## config.mk

```make
export PLATFORM = sky130hd
export DESIGN_NAME = fifo_reader
export DESIGN_NICKNAME = d
export VERILOG_FILES = /design/src/rtl/fifo_reader_pkg.sv /design/src/rtl/fifo_reader_buf.sv /design/src/rtl/fifo_reader.sv
export SDC_FILE = /design/constraint.sdc
export NUM_CORES = 1
export LEC_CHECK = 0
export BUFFER_PORTS_ARGS = -buffer_cell sky130_fd_sc_hd__buf_2
export CORE_MARGIN = 1
export CORE_UTILIZATION = 53
export DETAILED_ROUTE_END_ITERATION = 10
export PLACE_DENSITY = 0.79
export SYNTH_ARGS = -nofsm -noshare
export SYNTH_HDL_FRONTEND = slang
export SYNTH_HIERARCHICAL = 1
export SYNTH_SLANG_ARGS = --single-unit
```

## constraint.sdc

```tcl
create_clock -name clk -period 2.6 [get_ports clk]
set_input_delay 0.52 -clock clk [delete_from_list [all_inputs] [get_ports clk]]
set_output_delay 0.52 -clock clk [all_outputs]
set_load 0.02 [all_outputs]
```

## src/rtl/fifo_reader_pkg.sv

```systemverilog
// rtl/fifo_reader_pkg.sv - shared constants and types for the fifo_reader block
// Purpose: occupancy state encoding of the 2-entry output buffer and the
//          default data width shared by fifo_reader and fifo_reader_buf.
// Ports:   none (package).
package fifo_reader_pkg;

    localparam int DEFAULT_DATA_WIDTH = 8;

    typedef enum logic [1:0] {
        ST_EMPTY = 2'd0,
        ST_ONE   = 2'd1,
        ST_TWO   = 2'd2
    } occ_state_t;

endpackage

```

## src/rtl/fifo_reader_buf.sv

```systemverilog
// rtl/fifo_reader_buf.sv - 2-entry in-order output buffer with occupancy FSM
// Purpose: holds up to two words fetched from the FIFO and presents the head
//          entry as a registered valid/ready output stream.
// Ports:   clk, rst       - clock, synchronous active-high reset
//          flush          - discard both entries
//          push/push_data - write a word into the tail entry
//          ready          - downstream accepts the head word
//          valid/data     - head word of the output stream (data is 0 when empty)
//          full           - both entries occupied (no push allowed)
//          pop            - head word transferred this cycle
module fifo_reader_buf
    import fifo_reader_pkg::*;
#(
    parameter int DATA_WIDTH = DEFAULT_DATA_WIDTH
) (
    input  logic                  clk,
    input  logic                  rst,
    input  logic                  flush,
    input  logic                  push,
    input  logic [DATA_WIDTH-1:0] push_data,
    input  logic                  ready,
    output logic                  valid,
    output logic [DATA_WIDTH-1:0] data,
    output logic                  full,
    output logic                  pop
);

    occ_state_t            state, state_next;
    logic [DATA_WIDTH-1:0] head, head_next;
    logic [DATA_WIDTH-1:0] tail, tail_next;

    assign valid = (state != ST_EMPTY);
    assign full  = (state == ST_TWO);
    assign pop   = valid & ready;
    assign data  = head;

    always_ff @(posedge clk) begin
        if (rst) begin
            state <= ST_EMPTY;
            head  <= '0;
            tail  <= '0;
        end else begin
            state <= state_next;
            head  <= head_next;
            tail  <= tail_next;
        end
    end

    // Entries are cleared whenever they become unoccupied so the head
    // register alone drives a zero output while the buffer is empty.
    always_comb begin
        state_next = state;
        head_next  = head;
        tail_next  = tail;
        if (flush) begin
            state_next = ST_EMPTY;
            head_next  = '0;
            tail_next  = '0;
        end else begin
            case (state)
                ST_EMPTY: begin
                    if (push) begin
                        state_next = ST_ONE;
                        head_next  = push_data;
                    end
                end
                ST_ONE: begin
                    if (push && pop) begin
                        head_next = push_data;
                    end else if (push) begin
                        state_next = ST_TWO;
                        tail_next  = push_data;
                    end else if (pop) begin
                        state_next = ST_EMPTY;
                        head_next  = '0;
                    end
                end
                ST_TWO: begin
                    if (pop) begin
                        state_next = ST_ONE;
                        head_next  = tail;
                        tail_next  = '0;
                    end
                end
                default: begin
                    state_next = ST_EMPTY;
                    head_next  = '0;
                    tail_next  = '0;
                end
            endcase
        end
    end

endmodule

```

## src/rtl/fifo_reader.sv

```systemverilog
// rtl/fifo_reader.sv - FIFO read-side fetcher feeding a valid/ready stream
// Purpose: pulls words from a FIFO into a 2-entry buffer, streams them out,
//          and counts completed output transfers.
// Ports:   clk, rst                 - clock, synchronous active-high reset
//          fifo_empty, fifo_data_rd - FIFO read side status and data
//          fifo_rd_en               - FIFO read strobe (one word per high cycle)
//          enable                   - permits fetching
//          flush                    - discards buffered words
//          m_valid, m_data, m_ready - output stream
//          xfer_count               - completed output transfers (wraps)
//          busy                     - words buffered or a fetch in progress
module fifo_reader
    import fifo_reader_pkg::*;
#(
    parameter int DATA_WIDTH = DEFAULT_DATA_WIDTH,
    parameter int CNT_WIDTH  = 16
) (
    input  logic                  clk,
    input  logic                  rst,
    input  logic                  fifo_empty,
    input  logic [DATA_WIDTH-1:0] fifo_data_rd,
    output logic                  fifo_rd_en,
    input  logic                  enable,
    input  logic                  flush,
    output logic                  m_valid,
    output logic [DATA_WIDTH-1:0] m_data,
    input  logic                  m_ready,
    output logic [CNT_WIDTH-1:0]  xfer_count,
    output logic                  busy
);

    localparam logic [CNT_WIDTH-1:0] CNT_ONE = 1;

    logic buf_full;
    logic pop;

    // Fetch gating deliberately ignores m_ready: a slot is free whenever the
    // buffer is not full, which is what sustains 1 word/cycle in state ONE.
    assign fifo_rd_en = enable & ~fifo_empty & ~flush & ~rst & ~buf_full;

    fifo_reader_buf #(
        .DATA_WIDTH(DATA_WIDTH)
    ) u_buf (
        .clk       (clk),
        .rst       (rst),
        .flush     (flush),
        .push      (fifo_rd_en),
        .push_data (fifo_data_rd),
        .ready     (m_ready),
        .valid     (m_valid),
        .data      (m_data),
        .full      (buf_full),
        .pop       (pop)
    );

    // A pop in the same cycle as a flush is a completed transfer and counts.
    always_ff @(posedge clk) begin
        if (rst) begin
            xfer_count <= '0;
        end else if (pop) begin
            xfer_count <= xfer_count + CNT_ONE;
        end
    end

    assign busy = m_valid | fifo_rd_en;

endmodule

```

==> results.toml, run 1 <==
[run_status]
outcome = "complete, but fails checks"
violations = "DRC"

[grt]
antenna_found_initial = 0
grt_pass1_wl_um = 5980
grt_overflow_total = 0
grt_pass1_vias = 1334
grtUsageTotal_pct = 21.8
grt_start_max_net_pins = 22

[drt]
routed-via-count = 1574
drt_iter0_drc = 68
wirelength_um = 3520
avgViaCountPerCell = 5.19
drc_errors = 2
firstDrtPassIters = 7
wire_per_inst_um = 11.6
antenna_left = 0

[sta]
max-slew-margin-rel_pct = 55.2
max_freq_ghz = 0.470
finalSetupTns_ns = 0
finClkSkew_ns = 0.0111
finalCritPeriodShare_pct = 81.9
min_period_ns = 2.13
hold_viol = 0
worstMarginPinSlew_ns = 0.673
rsz0062_at_grt = "no"
setup_viol = 0
drv_slew = 0

[setup_path]
worstPathMaxFanout = 19
path_cells = "buf_4, or2_1, or2_2, buf_2"
critPathCaptureType = "output pin"
crit_arrival_ns = 1.61
cp-start-kind = "register"
max_stage_delay_ns = 0.33
critical-path-top-delay-family = "simple AND/OR/NAND/NOR gates"
crit_buf_inv = 2
worstSetupPathType = "register to output pin"
slowest_stage = "dfxtp_1"
critPathRequiredTime_ns = 2.08

[clock_network]
htree_levels = 2
cts.reportedPaths.clkPinSlew_ns = 0.10
cts_buffer_depth = 2
numCtsBuffers = 5
cts_tree = "yes"
clock-root-buffer = "clkbuf_4"
postCtsSetupBuffers = 0
insertion_delay_ns = 0.33
cts.hold.buffers_added = 0
clock-sinks = 34
cts.repair.resized = 0

[logic_synthesis]
ys.flop_type = "dfxtp_1"
synthCells = 220
avgSynthCellArea_um2 = 8.39
ys_types = 40
yosys_warnings = 6
async_flop_share_pct = 0
synth-edff-count = 0
synth-seq-cells = 34
syn_area_mm2 = 0.00185
ys_seq_area_share_pct = 36.9
syn_nets = 235

[pwr]
power.total_mw = 0.956
swShare_pct = 22.3
vdd_drop_max_v = 0.000261
combPwrFrac_pct = 6.2
pwr-share-seq_pct = 54.8
power.density_mw_per_mm2 = 454
leakage_nw = 0.814
p_sw_mw = 0.213
intPower_mw = 0.743
clock_power_share_pct = 39.0

[finish]
stdcell_count = 303
drive_gt1_share_pct = 26.5
fin_util_pct = 63.1
diodes = 0
nets = 271
area.growth.synth_to_final_pct = 14.2

[floorplanning]
die-area_mm2 = 0.00372
die_w_um = 61.0
ios = 41
initial_core_util_pct = 55.3
fp.dieH_um = 61.0
num_rows = 21
fp.coreArea_mm2 = 0.00334

[placement]
io_buffers = 40
dp_cells = 295
place_hpwl_um = 2560
gp_congestion = 0.801

[flow_run]
maxCapViolations = 0

[min_path]
hold_class = "register to register"
## layout make-up
cell class | instances | area [um2]
Inverter | 3 | 11.3
Fill cell | 302 | 1230
Clock inverter | 3 | 40.0
Sequential cell | 34 | 681
Timing Repair Buffer | 44 | 230
Multi-Input combinational cell | 168 | 1050
Clock buffer | 5 | 37.5
Tap cell | 46 | 57.6
## cell families (layout without fill, tap and decap cells)
family                   Yosys count  after routing  share of synthesized area [%]
AO/OA/AOI/OAI                     32             32                           10.4
XOR/XNOR                          12             12                           5.70
adder cells (fa/ha/maj)            1              1                          0.678
buffers and inverters             18             55                           6.58
flip-flops                        34             34                           36.9
multiplexers                      11             11                           6.30
AND/OR/NAND/NOR                  112            112                           33.5
## power by group through the flow
stage                     clock network [mW]  logic [mW]  registers [mW]
after detailed placement                   0      0.0592           0.536
after global placement                     0      0.0589           0.536
final                                  0.372      0.0594           0.524
after floorplan                            0      0.0416           0.538
after global routing                   0.414      0.0657           0.525
after CTS                              0.389      0.0595           0.524
## tightest hold or removal path, stage by stage, from the launching register on
cell and delay [ns]:
dfxtp_1 0.33, nand2_1 0.05, a31oi_1 0.06
## per-layer routing
layer | vias up | share of wire, % | track usage (%)
li1 | 827 | - | -
met1 | 706 | 47 | 27.9
met2 | 33 | 46 | 33.3
met3 | 8 | 3.8 | 6.72
met4 | 0 | 2.9 | 11.0
met5 | - | 0 | 0
## synth_stat cells, types with 2 or more instances
library cell  instances  area share (%)
o21ai_0               9             2.4
nand2b_1              9             3.1
dfxtp_1              34              37
nor4_2                4             2.7
buf_4                 3             1.2
a31oi_1              16             5.4
inv_1                 2            0.41
or2_1                 3             1.0
xnor2_1               9             4.3
nand3_1              10             2.7
buf_2                 3            0.81
buf_6                 3             1.8
nand4_2               2             1.4
nand2_1              20             4.1
nor2_1               32             6.5
xor2_1                3             1.4
nand4_1               4             1.4
or3_1                 3             1.0
nor3_1                5             1.4
a21oi_1               4             1.1
nor2b_1               3             1.0
clkbuf_1              4            0.81
mux2i_1               9             4.9
and2_1               10             3.4
## final timing paths
| kind | start | end | slack, ns | depth (start not counted) |
|---|---|---|---|---|
| max | u_buf/state[0] | busy | 0.47 | 4 |
| min | u_buf/data[6] | u_buf/data[6] | 0.49 | 2 |
| max reg2reg | u_buf/state[0] | u_buf/tail[3] | 0.64 | 6 |
| min reg2reg | u_buf/data[6] | u_buf/data[6] | 0.49 | 2 |
## layout by cell type, fill, tap and decap left out, types with 4 or more instances in the layout
cell and instances:
o21ai_0 9, mux2i_1 9, clkbuf_4 5, and2_1 10
dfxtp_1 34, nand3_1 10, nor3_1 5, nand2_1 20
a31oi_1 16, buf_2 40, nor2_1 32, buf_4 4
nand2b_1 9, nand4_1 4, nor4_2 5, a21oi_1 4
xnor2_1 9
## state kept, by name, summed over array words and instances (netlist names)
signal,count
u_buf/data,8
u_buf/state,2
xfer_count,16
u_buf/tail,8
## metrics by stage
step / worst slack, ns / hold slack [ns] / cell area [um2]
2_1_floorplan: 0.0144 / 0.460 / 1850
3_3_place_gp: 0.475 / 0.470 / 2030
3_5_place_dp: 0.399 / 0.475 / 2030
4_1_cts: 0.436 / 0.489 / 2110
5_1_grt: 0.386 / 0.514 / 2110
6_report: 0.470 / 0.486 / 2110
(Power assumes the default switching activity.)
==> inputs of run 2 (changes only) <==
--- a/config.mk
+++ b/config.mk
@@ -7,9 +7,9 @@
 export LEC_CHECK = 0
 export BUFFER_PORTS_ARGS = -buffer_cell sky130_fd_sc_hd__buf_2
 export CORE_MARGIN = 1
-export CORE_UTILIZATION = 53
+export CORE_UTILIZATION = 48
 export DETAILED_ROUTE_END_ITERATION = 10
-export PLACE_DENSITY = 0.79
+export PLACE_DENSITY = 0.76
 export SYNTH_ARGS = -nofsm -noshare
 export SYNTH_HDL_FRONTEND = slang
 export SYNTH_HIERARCHICAL = 1
==> constraint.sdc (replaced) <==
create_clock -name clk -period 1.77 [get_ports clk]
set_input_delay 0.354 -clock clk [delete_from_list [all_inputs] [get_ports clk]]
set_output_delay 0.354 -clock clk [all_outputs]
set_load 0.02 [all_outputs]
==> results.toml, run 2 (synthesized netlist as in run 1, its figures left out) <==
[run_status]
outcome = "complete, but fails checks"
violations = "setup timing"

[sta]
drv_slew = 0
max-slew-margin-rel_pct = 54.8
setup_viol = 2
rsz0062_at_grt = "yes"
max_freq_ghz = 0.553
min_period_ns = 1.81
finClkSkew_ns = 0.00405
finalCritPeriodShare_pct = 102
finalSetupTns_ns = -0.0493
hold_viol = 0
whs_ns = 0.430
fin_ws_ns = -0.0397
worstMarginPinSlew_ns = 0.677

[finish]
multi_input_area_mm2 = 0.00108
final_common_cell = "buf_2"
diodes = 0
regMostFlops = "xfer_count"
fin_util_pct = 62.1
area.growth.synth_to_final_pct = 23.1
drive_gt1_share_pct = 30.8
design_area_mm2 = 0.00227
largest_reg_flops = 16
nets = 280
regArea_um2 = 683
stdcell_count = 314
layout_common_cells = "39 x buf_2, 32 x nor2_1, 32 x dfxtp_1"
nFillCells = 338

[setup_path]
path_cells = "and2b_2, nor4_4, buf_6, or2_4, buf_6"
critPathRequiredTime_ns = 1.42
cp-start-kind = "register"
worst-path-stages = 5
crit_arrival_ns = 1.46
worstSetupPathType = "register to output pin"
critical-path-top-delay-family = "simple AND/OR/NAND/NOR gates"
rrSetupSlack_ns = -0.01
critPathCaptureType = "output pin"
max_stage_delay_ns = 0.35
slowest_stage = "dfxtp_2"
worstPathMaxFanout = 3
cp_common_cell = "buf_6"
crit_buf_inv = 2
worstRegToRegCells = 8

[clock_network]
clock-root-buffer = "clkbuf_8"
cts_tree = "yes"
clock-sinks = 34
htree_levels = 2
insertion_delay_ns = 0.28
numCtsBuffers = 5
cts.hold.buffers_added = 0
cts_buffer_depth = 2
cts.reportedPaths.clkPinSlew_ns = 0.07

[pwr]
leakage_nw = 0.891
power.total_mw = 1.57
vdd_drop_max_v = 0.000430
power.density_mw_per_mm2 = 690

[drt]
firstDrtPassIters = 4
antenna_left = 0
wirelength_um = 3970
wire_per_inst_um = 12.7
avgViaCountPerCell = 5.40
routed-via-count = 1697
drc_errors = 0
drt_iter0_drc = 75

[floorplanning]
fp.coreArea_mm2 = 0.00366
initial_core_util_pct = 50.4
num_rows = 22
die-area_mm2 = 0.00410
fp.dieH_um = 64.0
die_w_um = 64.0
ios = 41

[placement]
dp_cells = 303
place_ws_ns = -0.00811
io_buffers = 40
placed_cell_area_mm2 = 0.00211
gp_congestion = 0.837
place_hpwl_um = 2840

[grt]
grt_overflow_total = 0
grtUsageTotal_pct = 20.8
grt_start_max_net_pins = 22
antenna_found_initial = 0
grt_pass1_vias = 1499
grt_pass1_wl_um = 6680

[flow_run]
maxCapViolations = 0

[min_path]
hold_class = "primary input to register"
whs_path_depth = 4
-- run 2: cell count changes in the layout (fill, tap and decap cells not counted), moves of 2 or more --
cell,change
dfxtp_2,+2
dfxtp_1,-2
buf_4,+6
nand2_2,+2
clkbuf_8,+5
o21ai_1,+5
clkbuf_4,-5
nand2_1,-2
buf_12,+2
buf_6,+2
o21ai_0,-5
-- run 2: area by class of cell --
cell class / instances / area share [%]
clock buffer: 5 / 3.03
clock inverter: 3 / 1.76
inverter: 3 / 0.496
multi-input combinational: 168 / 47.4
sequential: 34 / 30.1
tap: 48 / 2.64
timing repair buffer: 53 / 14.6
-- run 2: power by group --
| group | internal [mW] | total, mW | switching (mW) |
|---|---|---|---|
| combinational | 0.0404 | 0.102 | 0.0613 |
| clock | 0.414 | 0.696 | 0.282 |
| sequential | 0.768 | 0.771 | 0.00287 |
-- run 2: path summary, 6_finish.rpt --
check	startpoint	endpoint
max	u_buf/state[0]	busy
min	fifo_data_rd[1]	u_buf/tail[1]
max reg2reg	u_buf/state[0]	u_buf/data[2]
min reg2reg	u_buf/data[2]	u_buf/data[2]
-- run 2: worst min-delay path, stage by stage --
cell and delay [ns]:
buf_2 0.08, and2_1 0.11, mux2i_1 0.06, nor2_1 0.07
-- run 2: timing repair --
item	CTS	global route
gates resized for setup	7	1
endpoints found under the setup margin	4	19
pin swaps	2	0
setup buffers	3	1
-- run 2: routing by layer --
layer	global-route usage [%]	vias up	share of wire, %
met5	0	-	0
met4	9.38	0	1.2
met2	33.1	37	47
met1	26.6	810	48
li1	-	846	-
met3	4.82	4	3.8
==> inputs of run 3 (changes only) <==
==> constraint.sdc (replaced) <==
create_clock -name clk -period 1.5 [get_ports clk]
set_input_delay 0.3 -clock clk [delete_from_list [all_inputs] [get_ports clk]]
set_output_delay 0.3 -clock clk [all_outputs]
set_load 0.02 [all_outputs]
==> results.toml, run 3 (synthesized netlist as in run 1, its figures left out) <==
[min_path]
whs_path_depth = 4
hold_class = "primary input to register"

[setup_path]
r2r-start = "u_buf/state[0]"
worstSetupPathType = "register to output pin"
cp-start-kind = "register"
critPathRequiredTime_ns = 1.20
rrSetupSlack_ns = -0.22
r2r-end = "u_buf/data[2]"
crit_path_end = "busy"
worstRegToRegCells = 8
crit_arrival_ns = 1.47
setup.worst_path.start = "u_buf/state[0]"
worstPathMaxFanout = 3
critPathCaptureType = "output pin"

[placement]
gp_congestion = 0.865
io_buffers = 40
dp_cells = 315
place_hpwl_um = 2900

[sta]
finalCritPeriodShare_pct = 118
worstMarginPinSlew_ns = 0.695
max_freq_ghz = 0.565
drv_slew = 0
hold_viol = 0
setup_viol = 20
max-slew-margin-rel_pct = 53.7
rsz0062_at_grt = "yes"
fin_ws_ns = -0.269
whs_ns = 0.374
finClkSkew_ns = 0.00828
min_period_ns = 1.77

[drt]
wirelength_um = 4550
wire_per_inst_um = 13.7
firstDrtPassIters = 4
antenna_left = 0
drt_iter0_drc = 68
routed-via-count = 1788
avgViaCountPerCell = 5.40
drc_errors = 0

[clock_network]
cts_buffer_depth = 2
htree_levels = 2
clock-root-buffer = "clkbuf_8"
numCtsBuffers = 5
cts_tree = "yes"
cts.reportedPaths.clkPinSlew_ns = 0.07
cts.hold.buffers_added = 0
insertion_delay_ns = 0.29
clock-sinks = 34

[grt]
antenna_found_initial = 0
grtUsageTotal_pct = 21.8
top_usage_layer = "met2"
grt_pass1_wl_um = 6940
grt_overflow_total = 0
grt_pass1_vias = 1588
grt_start_max_net_pins = 22
met1_usage_pct = 27.3
use_met3_pct = 6.43
grt_use_met2_pct = 35.5

[floorplanning]
fp.coreArea_mm2 = 0.00366
ios = 41
num_rows = 22
die_w_um = 64.0
die-area_mm2 = 0.00410
initial_core_util_pct = 50.4
fp.dieH_um = 64.0

[pwr]
power.density_mw_per_mm2 = 690
vdd_drop_max_v = 0.000531
leakage_nw = 1.08

[finish]
stdcell_count = 331
diodes = 0
fin_util_pct = 69.4
area.growth.synth_to_final_pct = 37.8
layout_common_cells = "38 x buf_2, 31 x dfxtp_1, 30 x nor2_1"
drive_gt1_share_pct = 42.4
regMostFlops = "xfer_count"
nets = 297
final_common_cell = "buf_2"
largest_reg_flops = 16

[flow_run]
maxCapViolations = 0

[run_status]
outcome = "complete, but fails checks"
violations = "setup timing"
[run 3: changes by cell type in the layout (fill, tap and decap cells not counted), sizes merged]
cell / before / now
buf: 53 / 70
clkbuf: 5 / 7
bufinv: 1 / 0
clkinv: 2 / 1
[run 3: how the worst min path moves through the flow]
stage	startpoint	endpoint	slack, ns
2_1_floorplan	u_buf/tail[3]	u_buf/tail[3]	0.46
3_5_place_dp	u_buf/data[2]	u_buf/data[2]	0.48
3_3_place_gp	u_buf/tail[6]	u_buf/tail[6]	0.48
6_report	fifo_data_rd[2]	u_buf/tail[2]	0.37
5_1_grt	fifo_data_rd[1]	u_buf/tail[1]	0.39
4_1_cts	fifo_data_rd[0]	u_buf/tail[0]	0.37
[run 3: layout make-up]
| cell class | instances | area (um2) |
|---|---|---|
| Clock buffer | 7 | 86.3 |
| Clock inverter | 1 | 5.00 |
| Fill cell | 292 | 1120 |
| Inverter | 3 | 11.3 |
| Multi-Input combinational cell | 168 | 1210 |
| Sequential cell | 34 | 684 |
| Tap cell | 48 | 60.1 |
| Timing Repair Buffer | 70 | 484 |
[run 3: what timing repair did]
item,in CTS,in global routing
endpoints found under the setup margin,27,32
setup buffers,3,5
pin swaps,5,20
resized for setup,17,30
endpoints found under the hold margin,0,0
[run 3: routing by layer]
metal  part of all wire, %  vias to the layer above
li1                      -                      875
met1                    44                      849
met4                   1.5                        0
met3                   5.2                        8
met2                    49                       56
met5                     0                        -
[run 3: report_power, final]
| group | internal, mW | switching [mW] | leakage (nW) | total (mW) |
|---|---|---|---|---|
| clock | 0.370 | 0.339 | 0.0482 | 0.709 |
| combinational | 0.0577 | 0.0791 | 0.753 | 0.137 |
| sequential | 0.906 | 0.00321 | 0.275 | 0.909 |
[run 3: critical path: stages (launching register included)]
cell,delay (ns)
dfxtp_2,0.32
and2b_2,0.23
nor4_4,0.26
buf_6,0.15
or2_4,0.11
buf_6,0.10
[run 3: metrics by stage]
| step | TNS, ns | total power, mW | instance area [um2] | setup slack, ns |
|---|---|---|---|---|
| 5_1_grt | -5.46 | 1.82 | 2540 | -0.318 |
| 2_1_floorplan | -10.00 | 1.01 | 1890 | -0.480 |
| 4_1_cts | -3.19 | 1.77 | 2360 | -0.247 |
| 3_3_place_gp | -2.84 | 1.05 | 2180 | -0.206 |
| 3_5_place_dp | -3.33 | 1.05 | 2180 | -0.201 |
| 6_report | -3.72 | 1.76 | 2540 | -0.269 |
